[config.mk]
export PLATFORM = sky130hd
export DESIGN_NAME = snoop_coherence_ctrl
export DESIGN_NICKNAME = d
export VERILOG_FILES = /design/src/rtl/snoop_pkg.sv /design/src/rtl/snoop_cache.sv /design/src/rtl/snoop_coherence_ctrl.sv
export SDC_FILE = /design/constraint.sdc
export NUM_CORES = 1
export LEC_CHECK = 0
export CORE_MARGIN = 10
export CORE_UTILIZATION = 45
export CTS_CLUSTER_SIZE = 16
export DETAILED_ROUTE_END_ITERATION = 10
export HOLD_SLACK_MARGIN = 0.1
export PLACE_DENSITY = 0.66
export SLEW_MARGIN = 20
export SYNTH_ARGS = -nofsm -noshare
export SYNTH_HDL_FRONTEND = slang
export SYNTH_SLANG_ARGS = --single-unit
[constraint.sdc]
create_clock -name clock -period 5.5 [get_ports clock]
set_input_delay 0.825 -clock clock [delete_from_list [all_inputs] [get_ports clock]]
set_output_delay 0.825 -clock clock [all_outputs]
set_load 0.03 [all_outputs]
[src/rtl/snoop_pkg.sv]
// ---------------------------------------------------------------------------
// snoop_pkg
// Shared types and helpers for the MSI snooping coherence controller.
//   msi_t      : per-line coherence state (Invalid, Shared, Modified)
//   bus_msg_t  : message driven on the shared snoop bus for one cycle
//   fsm_t      : transaction FSM encoding, plus the state constants
//   helpers    : instruction field positions; the instruction word is
//                {op, proc, tag, value}, MSB first
// ---------------------------------------------------------------------------
package snoop_pkg;

  typedef enum logic [1:0] {
    MSI_I = 2'd0,
    MSI_S = 2'd1,
    MSI_M = 2'd2
  } msi_t;

  typedef enum logic [1:0] {
    BUS_NONE   = 2'd0,
    BUS_RDMISS = 2'd1,
    BUS_WRMISS = 2'd2,
    BUS_INV    = 2'd3
  } bus_msg_t;

  // Plain vector encoding keeps the state register readable by older tools.
  typedef logic [2:0] fsm_t;
  localparam fsm_t ST_IDLE   = 3'd0;
  localparam fsm_t ST_LOOKUP = 3'd1;
  localparam fsm_t ST_WB     = 3'd2;
  localparam fsm_t ST_BUS    = 3'd3;
  localparam fsm_t ST_DONE   = 3'd4;

  localparam logic OP_WRITE = 1'b1;

  // A processor id field is never narrower than one bit, even for tiny systems.
  function automatic int procWidth(input int numProc);
    int w;
    w = $clog2(numProc);
    return (w < 1) ? 1 : w;
  endfunction

  function automatic int tagLsb(input int dataW);
    return dataW;
  endfunction

  function automatic int procLsb(input int tagW, input int dataW);
    return tagW + dataW;
  endfunction

  function automatic int opBit(input int numProc, input int tagW, input int dataW);
    return procWidth(numProc) + tagW + dataW;
  endfunction

  function automatic int instrWidth(input int numProc, input int tagW, input int dataW);
    return opBit(numProc, tagW, dataW) + 1;
  endfunction

endpackage

[src/rtl/snoop_cache.sv]
// ---------------------------------------------------------------------------
// snoop_cache
// One private direct-mapped cache: line state, tag and data arrays.
// The line is selected by the low tag bits of the request currently held by
// the controller; the same line serves as requester line, snoop target and
// eviction victim, so one index and one write port are enough.
// Ports:
//   clock, reset    rising-edge clock, synchronous active-high clear
//   lookup_tag_i    tag of the transaction in flight
//   match_o         selected line is valid and holds lookup_tag_i
//   state_o/tag_o/data_o  contents of the selected line
//   wr_en_i         overwrite the selected line with wr_state/tag/data_i
// ---------------------------------------------------------------------------
module snoop_cache
  import snoop_pkg::*;
#(
  parameter int TAG_W  = 3,
  parameter int DATA_W = 4,
  parameter int LINES  = 2
) (
  input  logic              clock,
  input  logic              reset,
  input  logic [TAG_W-1:0]  lookup_tag_i,
  output logic              match_o,
  output msi_t              state_o,
  output logic [TAG_W-1:0]  tag_o,
  output logic [DATA_W-1:0] data_o,
  input  logic              wr_en_i,
  input  msi_t              wr_state_i,
  input  logic [TAG_W-1:0]  wr_tag_i,
  input  logic [DATA_W-1:0] wr_data_i
);

  localparam int IDX_W = (LINES > 1) ? $clog2(LINES) : 1;

  msi_t              state_q [LINES];
  logic [TAG_W-1:0]  tag_q   [LINES];
  logic [DATA_W-1:0] data_q  [LINES];

  logic [IDX_W-1:0]  idx;

  assign idx     = lookup_tag_i[IDX_W-1:0];
  assign state_o = state_q[idx];
  assign tag_o   = tag_q[idx];
  assign data_o  = data_q[idx];
  assign match_o = (state_q[idx] != MSI_I) && (tag_q[idx] == lookup_tag_i);

  // The controller decides every line change; this block just commits it.
  always_ff @(posedge clock) begin
    if (reset) begin
      for (int i = 0; i < LINES; i++) begin
        state_q[i] <= MSI_I;
        tag_q[i]   <= '0;
        data_q[i]  <= '0;
      end
    end else if (wr_en_i) begin
      state_q[idx] <= wr_state_i;
      tag_q[idx]   <= wr_tag_i;
      data_q[idx]  <= wr_data_i;
    end
  end

endmodule

[src/rtl/snoop_coherence_ctrl.sv]
// ---------------------------------------------------------------------------
// snoop_coherence_ctrl
// MSI snooping coherence for NUM_PROC write-back caches on one bus with one
// main memory. One instruction at a time is taken through
// IDLE -> LOOKUP -> [WB] -> [BUS] -> DONE.
// Ports:
//   clock, reset          rising-edge clock, synchronous active-high reset
//   instr_valid/ready     instruction handshake, ready only in IDLE
//   instr                 {op, proc, tag, value}; op 1 = write
//   resp_valid            one-cycle completion pulse (DONE)
//   resp_data/hit/err     response, held until the next completion
//   bus_msg               0 none, 1 ReadMiss, 2 WriteMiss, 3 Invalidate
//   bus_wb                memory write-back happening this cycle
// ---------------------------------------------------------------------------
module snoop_coherence_ctrl
  import snoop_pkg::*;
#(
  parameter int NUM_PROC = 4,
  parameter int TAG_W    = 3,
  parameter int DATA_W   = 4,
  parameter int LINES    = 2
) (
  input  logic                                          clock,
  input  logic                                          reset,
  input  logic                                          instr_valid,
  output logic                                          instr_ready,
  input  logic [instrWidth(NUM_PROC, TAG_W, DATA_W)-1:0] instr,
  output logic                                          resp_valid,
  output logic [DATA_W-1:0]                             resp_data,
  output logic                                          resp_hit,
  output logic                                          resp_err,
  output logic [1:0]                                    bus_msg,
  output logic                                          bus_wb
);

  localparam int PROC_W    = procWidth(NUM_PROC);
  localparam int INSTR_W   = instrWidth(NUM_PROC, TAG_W, DATA_W);
  localparam int OP_BIT    = opBit(NUM_PROC, TAG_W, DATA_W);
  localparam int PROC_LSB  = procLsb(TAG_W, DATA_W);
  localparam int TAG_LSB   = tagLsb(DATA_W);
  localparam int MEM_WORDS = 1 << TAG_W;
  localparam logic [PROC_W:0] NUM_PROC_V = NUM_PROC[PROC_W:0];

  fsm_t               state_q, state_d;
  logic [INSTR_W-1:0] req_q, req_d;
  bus_msg_t           busMsg_q, busMsg_d;
  logic               pendHit_q, pendHit_d;
  logic [DATA_W-1:0]  respData_q, respData_d;
  logic               respHit_q, respHit_d;
  logic               respErr_q, respErr_d;
  logic [DATA_W-1:0]  mem_q [MEM_WORDS];

  logic               reqOp;
  logic [PROC_W-1:0]  reqProc;
  logic [TAG_W-1:0]   reqTag;
  logic [DATA_W-1:0]  reqValue;
  logic               procValid;

  logic               cMatch [NUM_PROC];
  msi_t               cState [NUM_PROC];
  logic [TAG_W-1:0]   cTag   [NUM_PROC];
  logic [DATA_W-1:0]  cData  [NUM_PROC];
  logic               wrEn    [NUM_PROC];
  msi_t               wrState [NUM_PROC];
  logic [TAG_W-1:0]   wrTag   [NUM_PROC];
  logic [DATA_W-1:0]  wrData  [NUM_PROC];

  logic               reqMatch;
  msi_t               reqState;
  logic [TAG_W-1:0]   reqLineTag;
  logic [DATA_W-1:0]  reqLineData;
  logic               ownerFound;
  logic [DATA_W-1:0]  ownerData;

  logic               memWe;
  logic [TAG_W-1:0]   memAddr;
  logic [DATA_W-1:0]  memWdata;
  logic [DATA_W-1:0]  fill;
  bus_msg_t           busMsgOut;
  logic               busWbOut;

  assign reqOp     = req_q[OP_BIT];
  assign reqProc   = req_q[PROC_LSB +: PROC_W];
  assign reqTag    = req_q[TAG_LSB +: TAG_W];
  assign reqValue  = req_q[DATA_W-1:0];
  assign procValid = ({1'b0, reqProc} < NUM_PROC_V);

  for (genvar g = 0; g < NUM_PROC; g++) begin : gCache
    snoop_cache #(
      .TAG_W  (TAG_W),
      .DATA_W (DATA_W),
      .LINES  (LINES)
    ) uCache (
      .clock        (clock),
      .reset        (reset),
      .lookup_tag_i (reqTag),
      .match_o      (cMatch[g]),
      .state_o      (cState[g]),
      .tag_o        (cTag[g]),
      .data_o       (cData[g]),
      .wr_en_i      (wrEn[g]),
      .wr_state_i   (wrState[g]),
      .wr_tag_i     (wrTag[g]),
      .wr_data_i    (wrData[g])
    );
  end

  // Separate the requester's own line from what the other caches snoop.
  // Only another cache can be the M owner that must supply data.
  always_comb begin
    reqMatch    = 1'b0;
    reqState    = MSI_I;
    reqLineTag  = '0;
    reqLineData = '0;
    ownerFound  = 1'b0;
    ownerData   = '0;
    for (int p = 0; p < NUM_PROC; p++) begin
      if (PROC_W'(p) == reqProc) begin
        reqMatch    = cMatch[p];
        reqState    = cState[p];
        reqLineTag  = cTag[p];
        reqLineData = cData[p];
      end else if (cMatch[p] && (cState[p] == MSI_M)) begin
        ownerFound = 1'b1;
        ownerData  = cData[p];
      end
    end
  end

  // Transaction FSM. Response registers change only on the step into DONE,
  // so the previous response stays visible while a new one is in flight.
  always_comb begin
    state_d    = state_q;
    req_d      = req_q;
    busMsg_d   = busMsg_q;
    pendHit_d  = pendHit_q;
    respData_d = respData_q;
    respHit_d  = respHit_q;
    respErr_d  = respErr_q;
    memWe      = 1'b0;
    memAddr    = reqTag;
    memWdata   = reqValue;
    fill       = mem_q[reqTag];
    busMsgOut  = BUS_NONE;
    busWbOut   = 1'b0;
    for (int p = 0; p < NUM_PROC; p++) begin
      wrEn[p]    = 1'b0;
      wrState[p] = cState[p];
      wrTag[p]   = cTag[p];
      wrData[p]  = cData[p];
    end

    case (state_q)
      ST_IDLE: begin
        if (instr_valid) begin
          req_d   = instr;
          state_d = ST_LOOKUP;
        end
      end

      ST_LOOKUP: begin
        if (!procValid) begin
          respData_d = '0;
          respHit_d  = 1'b0;
          respErr_d  = 1'b1;
          state_d    = ST_DONE;
        end else if (reqMatch && (reqOp != OP_WRITE)) begin
          respData_d = reqLineData;
          respHit_d  = 1'b1;
          respErr_d  = 1'b0;
          state_d    = ST_DONE;
        end else if (reqMatch && (reqState == MSI_M)) begin
          // Sole owner: the write stays local, no bus traffic.
          for (int p = 0; p < NUM_PROC; p++) begin
            if (PROC_W'(p) == reqProc) begin
              wrEn[p]   = 1'b1;
              wrData[p] = reqValue;
            end
          end
          respData_d = reqValue;
          respHit_d  = 1'b1;
          respErr_d  = 1'b0;
          state_d    = ST_DONE;
        end else if (reqMatch) begin
          busMsg_d  = BUS_INV;
          pendHit_d = 1'b1;
          state_d   = ST_BUS;
        end else begin
          busMsg_d  = (reqOp == OP_WRITE) ? BUS_WRMISS : BUS_RDMISS;
          pendHit_d = 1'b0;
          state_d   = (reqState == MSI_M) ? ST_WB : ST_BUS;
        end
      end

      ST_WB: begin
        // The dirty victim shares the index but holds a different tag.
        memWe    = 1'b1;
        memAddr  = reqLineTag;
        memWdata = reqLineData;
        busWbOut = 1'b1;
        state_d  = ST_BUS;
      end

      ST_BUS: begin
        busMsgOut = busMsg_q;
        if ((busMsg_q != BUS_INV) && ownerFound) begin
          memWe    = 1'b1;
          memAddr  = reqTag;
          memWdata = ownerData;
          busWbOut = 1'b1;
        end
        if (busMsg_q == BUS_RDMISS) begin
          fill = ownerFound ? ownerData : mem_q[reqTag];
        end else begin
          fill = reqValue;
        end
        for (int p = 0; p < NUM_PROC; p++) begin
          if (PROC_W'(p) == reqProc) begin
            wrEn[p]    = 1'b1;
            wrState[p] = (busMsg_q == BUS_RDMISS) ? MSI_S : MSI_M;
            wrTag[p]   = reqTag;
            wrData[p]  = fill;
          end else if (cMatch[p]) begin
            // A read leaves sharers alone and demotes the owner; a write
            // or upgrade removes every other copy.
            wrEn[p] = 1'b1;
            if (busMsg_q == BUS_RDMISS) begin
              wrState[p] = (cState[p] == MSI_M) ? MSI_S : cState[p];
            end else begin
              wrState[p] = MSI_I;
            end
          end
        end
        respData_d = fill;
        respHit_d  = pendHit_q;
        respErr_d  = 1'b0;
        state_d    = ST_DONE;
      end

      ST_DONE: begin
        state_d = ST_IDLE;
      end

      default: begin
        state_d = ST_IDLE;
      end
    endcase
  end

  // Reset wins over everything, including an instruction offered that cycle.
  always_ff @(posedge clock) begin
    if (reset) begin
      state_q    <= ST_IDLE;
      req_q      <= '0;
      busMsg_q   <= BUS_NONE;
      pendHit_q  <= 1'b0;
      respData_q <= '0;
      respHit_q  <= 1'b0;
      respErr_q  <= 1'b0;
      for (int i = 0; i < MEM_WORDS; i++) begin
        mem_q[i] <= '0;
      end
    end else begin
      state_q    <= state_d;
      req_q      <= req_d;
      busMsg_q   <= busMsg_d;
      pendHit_q  <= pendHit_d;
      respData_q <= respData_d;
      respHit_q  <= respHit_d;
      respErr_q  <= respErr_d;
      if (memWe) begin
        mem_q[memAddr] <= memWdata;
      end
    end
  end

  assign instr_ready = (state_q == ST_IDLE);
  assign resp_valid  = (state_q == ST_DONE);
  assign resp_data   = respData_q;
  assign resp_hit    = respHit_q;
  assign resp_err    = respErr_q;
  assign bus_msg     = busMsgOut;
  assign bus_wb      = busWbOut;

endmodule

Yosys cells after proc, flatten, opt, wreduce, memory -nomap -nowiden
Memories as Yosys holds them, arrays and structs flattened. A register that Yosys moved wholly into a read port is not among the register bits.
Index checks and enable logic that the tools add are counted.
W data, S select, Z words.

operators by class
  eq/ne operators = 20
  multiplexer cells = 189
  bitwise operators = 3
  reduce and logical (&&, ||, !) cells = 34

operators with widths
  cell                  number
  $mux W4               32
  $mux W1               98
  $mux W3               19
  $mux W2               28
  $mux W16              2
  $pmux W16 S2          1
  $pmux W4 S2           3
  $reduce_or A4 Y1      5
  $eq A3 B3 Y1          4
  $mux W12              1
  $pmux W3 S4           1
  $reduce_or A3 Y1      4
  $logic_and A1 B1 Y1   11
  $eq A2 B2 Y1 const B  5
  $reduce_bool A2 Y1    5
  $mux W8               1
  $reduce_or A2 Y1      4
  $eq A3 B2 Y1 const B  2
  $pmux W1 S2           3
  $eq A2 B2 Y1 const A  2
  $ne A2 B2 Y1 const B  2
  $reduce_and A2 Y1     2
  $eq A3 B1 Y1 const B  1
  $eq A3 B3 Y1 const B  1
  7 further kinds       9

storage, ports and cells
  flip-flop bits (word level) = 22
  RAM bits = 104
  input port bits = 13
  output and inout bits = 11
  logic and storage cells = 266
  memories kept = 13

memory list
  name                     words  bits a word  rd ports  clocked after memory_dff  wr ports  RTL line                    text
  mem_q                    8      4            1         1                         8         snoop_coherence_ctrl.sv:51  logic [DATA_W-1:0] mem_q [MEM_WORDS];
  gCache[0].uCache.data_q  2      4            1         1                         2         snoop_cache.sv:38           logic [DATA_W-1:0] data_q [LINES];
  gCache[1].uCache.data_q  2      4            1         1                         2         snoop_cache.sv:38
  gCache[2].uCache.data_q  2      4            1         1                         2         snoop_cache.sv:38
  gCache[3].uCache.data_q  2      4            1         1                         2         snoop_cache.sv:38
  gCache[0].uCache.tag_q   2      3            1         1                         2         snoop_cache.sv:37           logic [TAG_W-1:0] tag_q [LINES];
  +7 memories              --     --           --        --                        --        --

Logic depth before layout (Yosys ltp)
  depth in word-level cells = 19
  depth in mapped cells = 13
  depth with buffers taken out = 8

Cells and area by module
From an unflattened synthesis, not the netlist that was laid out.

unflattened totals
  cells, all modules = 754
  area, all modules = 7,876.3 sq um

modules (own cells, without submodules)
  module                instances  cells each  area an instance (sq um)  seq. area each (sq um)
  snoop_coherence_ctrl  1          506         4,418.0                   1,441.4
  snoop_cache           4          62          864.6                     540.5

Worst setup path after synthesis
OpenSTA, ideal clock, no wires.

  path type = flip-flop to flip-flop
  start = register (tool-made name)
  end = memory mem_q[0][2] (data pin)
  setup time = 0.284 ns
  arrival = 2.594 ns
  required time = 5.216 ns
  slack = 2.622 ns
  cell stages (with the launch flop) = 9
  path buffers = 4
  period minus slack after synthesis = 2.878 ns
  path through = dfxtp_1 buf_6 buf_6 buf_2 buf_2 mux2_2 mux4_2 a222oi_1 nor2_1

RTL lines
  element        RTL line
  end, declared  snoop_coherence_ctrl.sv:51

==> summary by stage <==
Run status
The flow ran to the end, and the final reports show no timing, DRC or antenna violations.

Setup path
STA classifies the critical path startpoint as a register. Walking the worst path, the cells encountered are buf_4 > mux2i_1 > xor2_1 > and4_1 > o41ai_1 > a21o_1 > inv_1 > clkdlybuf4s50_1. The cell type of the slowest stage on the worst timing path is dfxtp_2. STA classifies the critical path endpoint as a primary output. The biggest cell delay along the critical path is 0.91 ns. Data on the critical path is required at its endpoint by 4.68 ns. The largest fanout on the critical path is 34. For the worst setup path, the data arrival time is 4.07 ns. The class of the most critical setup path is reg2out.

Finish
The final instance area is 8200 um^2. Cells fill 51.8% of the core in the end. The area growth from synthesis to final layout is 13.5%.

The post-route netlist has 13.8% of its cells at a drive strength greater than 1. The total inserted antenna cells is 0. Counting the fill cells in the layout gives 1,420.

For this run, the post-layout net count is 726.

Placed design
In this run the tool buffered the top-level ports with 22 buffer cells. The post-place instance area is 7630 um^2. Once detailed placement completed, the half-perimeter wirelength came to 16.1 mm. The routability-driven placement congestion ratio is 0.934. Before CTS, the worst setup slack after placement is 1.05 ns.

Timing
The routed design could run at a clock period as short as 4.89 ns. Setup violations remaining at the end of the flow were counted as 0. The total count of hold-check failures in the final report came to 0. The transition time at the pin with the least slew margin is 1.14 ns. Headroom to the max-slew limit came out at 23.9%. The total negative setup slack is 0 ns. For this run, the top clock speed supported by timing is 204 MHz.

Setup repair after global routing left no endpoint under its margin. The setup slack of the critical path after layout is 0.608 ns. The part of the cycle the worst path needs is 89.0%. The setup skew after layout is 0.00745 ns. The max-slew violation count is 0.

Logic synthesis
The synthesized design devotes to its leading area cell type 43.3% of total area. Counting flops and latches in the post-synthesis netlist gives 128. After synthesis the cells add up to 7220 um^2. The top flip-flop cell by instance count after synthesis is edfxtp_1. The synthesized netlist cell count is 696.

The most numerous cell in the Yosys netlist is nor2_1. The share of the Yosys chip area taken by registers is 49.9%. The mean post-synth cell area is 10.4 um^2. The fraction of registers with async set/reset is 0%.

The number of flops mapped to enable cells by yosys is 104. By count the netlist is led by 122 x nor2_1, 104 x edfxtp_1, 73 x nand2_1. The number of warning messages in the yosys log is 0.

The distinct cell type count of the synthesized netlist is 67. The cell type contributing the most total cell area after synthesis is edfxtp_1. By area the synthesized netlist is led by edfxtp_1 43%, dfxtp_1 6.7%, nor2_1 6.3%, mux4_2 4.4%, nand2_1 3.8%.

Routing
The number of remaining DRC errors is 0. The overall routed net length is 21.8 mm. The routed length per instance is 23.1 um. Using the TritonRoute via totals, the vias-per-cell ratio works out to 6.09.

The vias after detailed routing is 5,739. The count of nets left with antenna violations once routing finished came out at 0. The iteration count of the initial detailed-routing pass is 7. The DRC violation total after the first TritonRoute iteration is 695.

Clocking
After clock tree synthesis, the setup repair step added 0 buffers. The TritonCTS clock tree is built. Buffers inserted to repair hold after CTS numbered 0.

The clock-pin slew on the worst setup and hold paths is 0.06 ns. CTS built an H-tree with a depth of 4. The sink count of the clock tree is 128. The maximum root-to-sink buffer count is 2. The total CTS buffers is 17. The clock insertion delay at the later pin of the skew report is 0.43 ns.

The tree is rooted in a clkbuf_16. The number of gates resized after cts is 0.

Floorplanning
The die is 147 um wide. The die covers 21,500 um^2. From bottom edge to top edge, the die measures 147 um. The starting utilization of the core area is 45.6%. The number of standard-cell rows in the floorplan is 46. The floorplan step defined a core boundary enclosing 15,800 um^2. For this design the top-level I/O count stands at 24.

Power and ir drop
The completed layout was analyzed and its total power is 2.69 mW. The analysis attributes to cell leakage a power of 2.80 nW. The cell area power density is 328 nW/um^2. IR analysis of the VDD net gives a maximum drop of 0.000210 V.

Global routing
Entering global routing, the biggest net connects 35 pins. The initial antenna violation count is 0. The via count of the first global-routing pass came to 5,606.

The total global-route track usage is 20.1%. The overall overflow remaining after global route is 0. The first-pass GRT wire length is 33.2 mm.

Worst hold path
The type of the tightest min-delay check is reg2reg.

Flow run
The tool flagged a number of max-cap violations equal to 0.
sequential cells by signal, indices dropped and copies added, names as in the netlist, named ones only:
| register | flops |
|---|---|
| gCache.uCache.data_q | 32 |
| mem_q | 32 |
| gCache.uCache.tag_q | 24 |
| gCache.uCache.state_q | 16 |
| req_q | 10 |
| resp_data | 4 |
| state_q | 3 |
| busMsg_q | 2 |
| pendHit_q | 1 |
| resp_hit | 1 |
metal layers:
layer	GRT usage (%)	vias up	share of wire, %
met5	0	-	0
met4	9.01	0	3.0
met3	3.58	48	7.2
met2	32.2	260	47
met1	26.0	2821	42
li1	-	2610	-
final timing paths:
path	cells after the start	to	start	slack [ns]
hold / removal	2	resp_data[2]$_SDFFE_PP0P_	resp_data[2]$_SDFFE_PP0P_	0.50
setup / recovery	8	bus_wb	register	0.61
hold reg to reg	2	resp_data[2]$_SDFFE_PP0P_	resp_data[2]$_SDFFE_PP0P_	0.50
setup reg to reg	9	mem_q[3][0]$_SDFFCE_PN0P_	register	1.32
cell families (layout without fill, tap and decap cells):
group | count (synthesis) | in the layout | share of synthesized area, %
AND/OR/NAND/NOR | 298 | 298 | 20.0
flip-flops | 128 | 128 | 49.9
XOR/XNOR | 12 | 12 | 1.56
buffers and inverters | 50 | 76 | 3.10
AO/OA/AOI/OAI | 141 | 141 | 13.1
other | 1 | 5 | 0.0519
multiplexers | 66 | 66 | 12.3
layout by cell type, fill, tap and decap left out, types with 14 or more instances in the layout:
master and instances:
nor2_1 122, edfxtp_1 104, nand2_1 73, o21ai_0 42, nand2b_1 32, a21oi_1 29
mux2i_1 25, mux2_2 24, dfxtp_1 23, clkdlybuf4s50_1 22, clkbuf_16 17, mux4_2 14
worst max-delay path, delay by kind of cell, from the launching register on:
kind,cells,cell delay [ns]
XOR/XNOR,1,0.17
AND/OR/NAND/NOR,1,0.32
multiplexers,1,0.41
buffers and inverters,3,1.04
flip-flops,1,0.91
AO/OA/AOI/OAI,2,0.77
cell type report:
| cell class | count | area (um^2) | area share [%] |
|---|---|---|---|
| sequential | 128 | 3600 | 44.0 |
| clock buffer | 17 | 425 | 5.19 |
| tap | 216 | 270 | 3.30 |
| inverter | 11 | 41.3 | 0.504 |
| timing repair buffer | 33 | 303 | 3.69 |
| multi-input combinational | 522 | 3410 | 41.6 |
| clock inverter | 15 | 145 | 1.77 |
metrics by stage:
step	cells	hold slack, ns
5_1_grt	942	0.526
2_1_floorplan	700	0.468
4_1_cts	942	0.509
3_3_place_gp	910	0.495
6_report	942	0.503
3_5_place_dp	910	0.499
power by group:
| group | switching (mW) | internal [mW] |
|---|---|---|
| combinational | 0.289 | 0.166 |
| sequential | 0.0576 | 1.09 |
| clock | 0.493 | 0.598 |
| total | 0.840 | 1.85 |
Note: power is estimated with default switching activity, not from simulation.
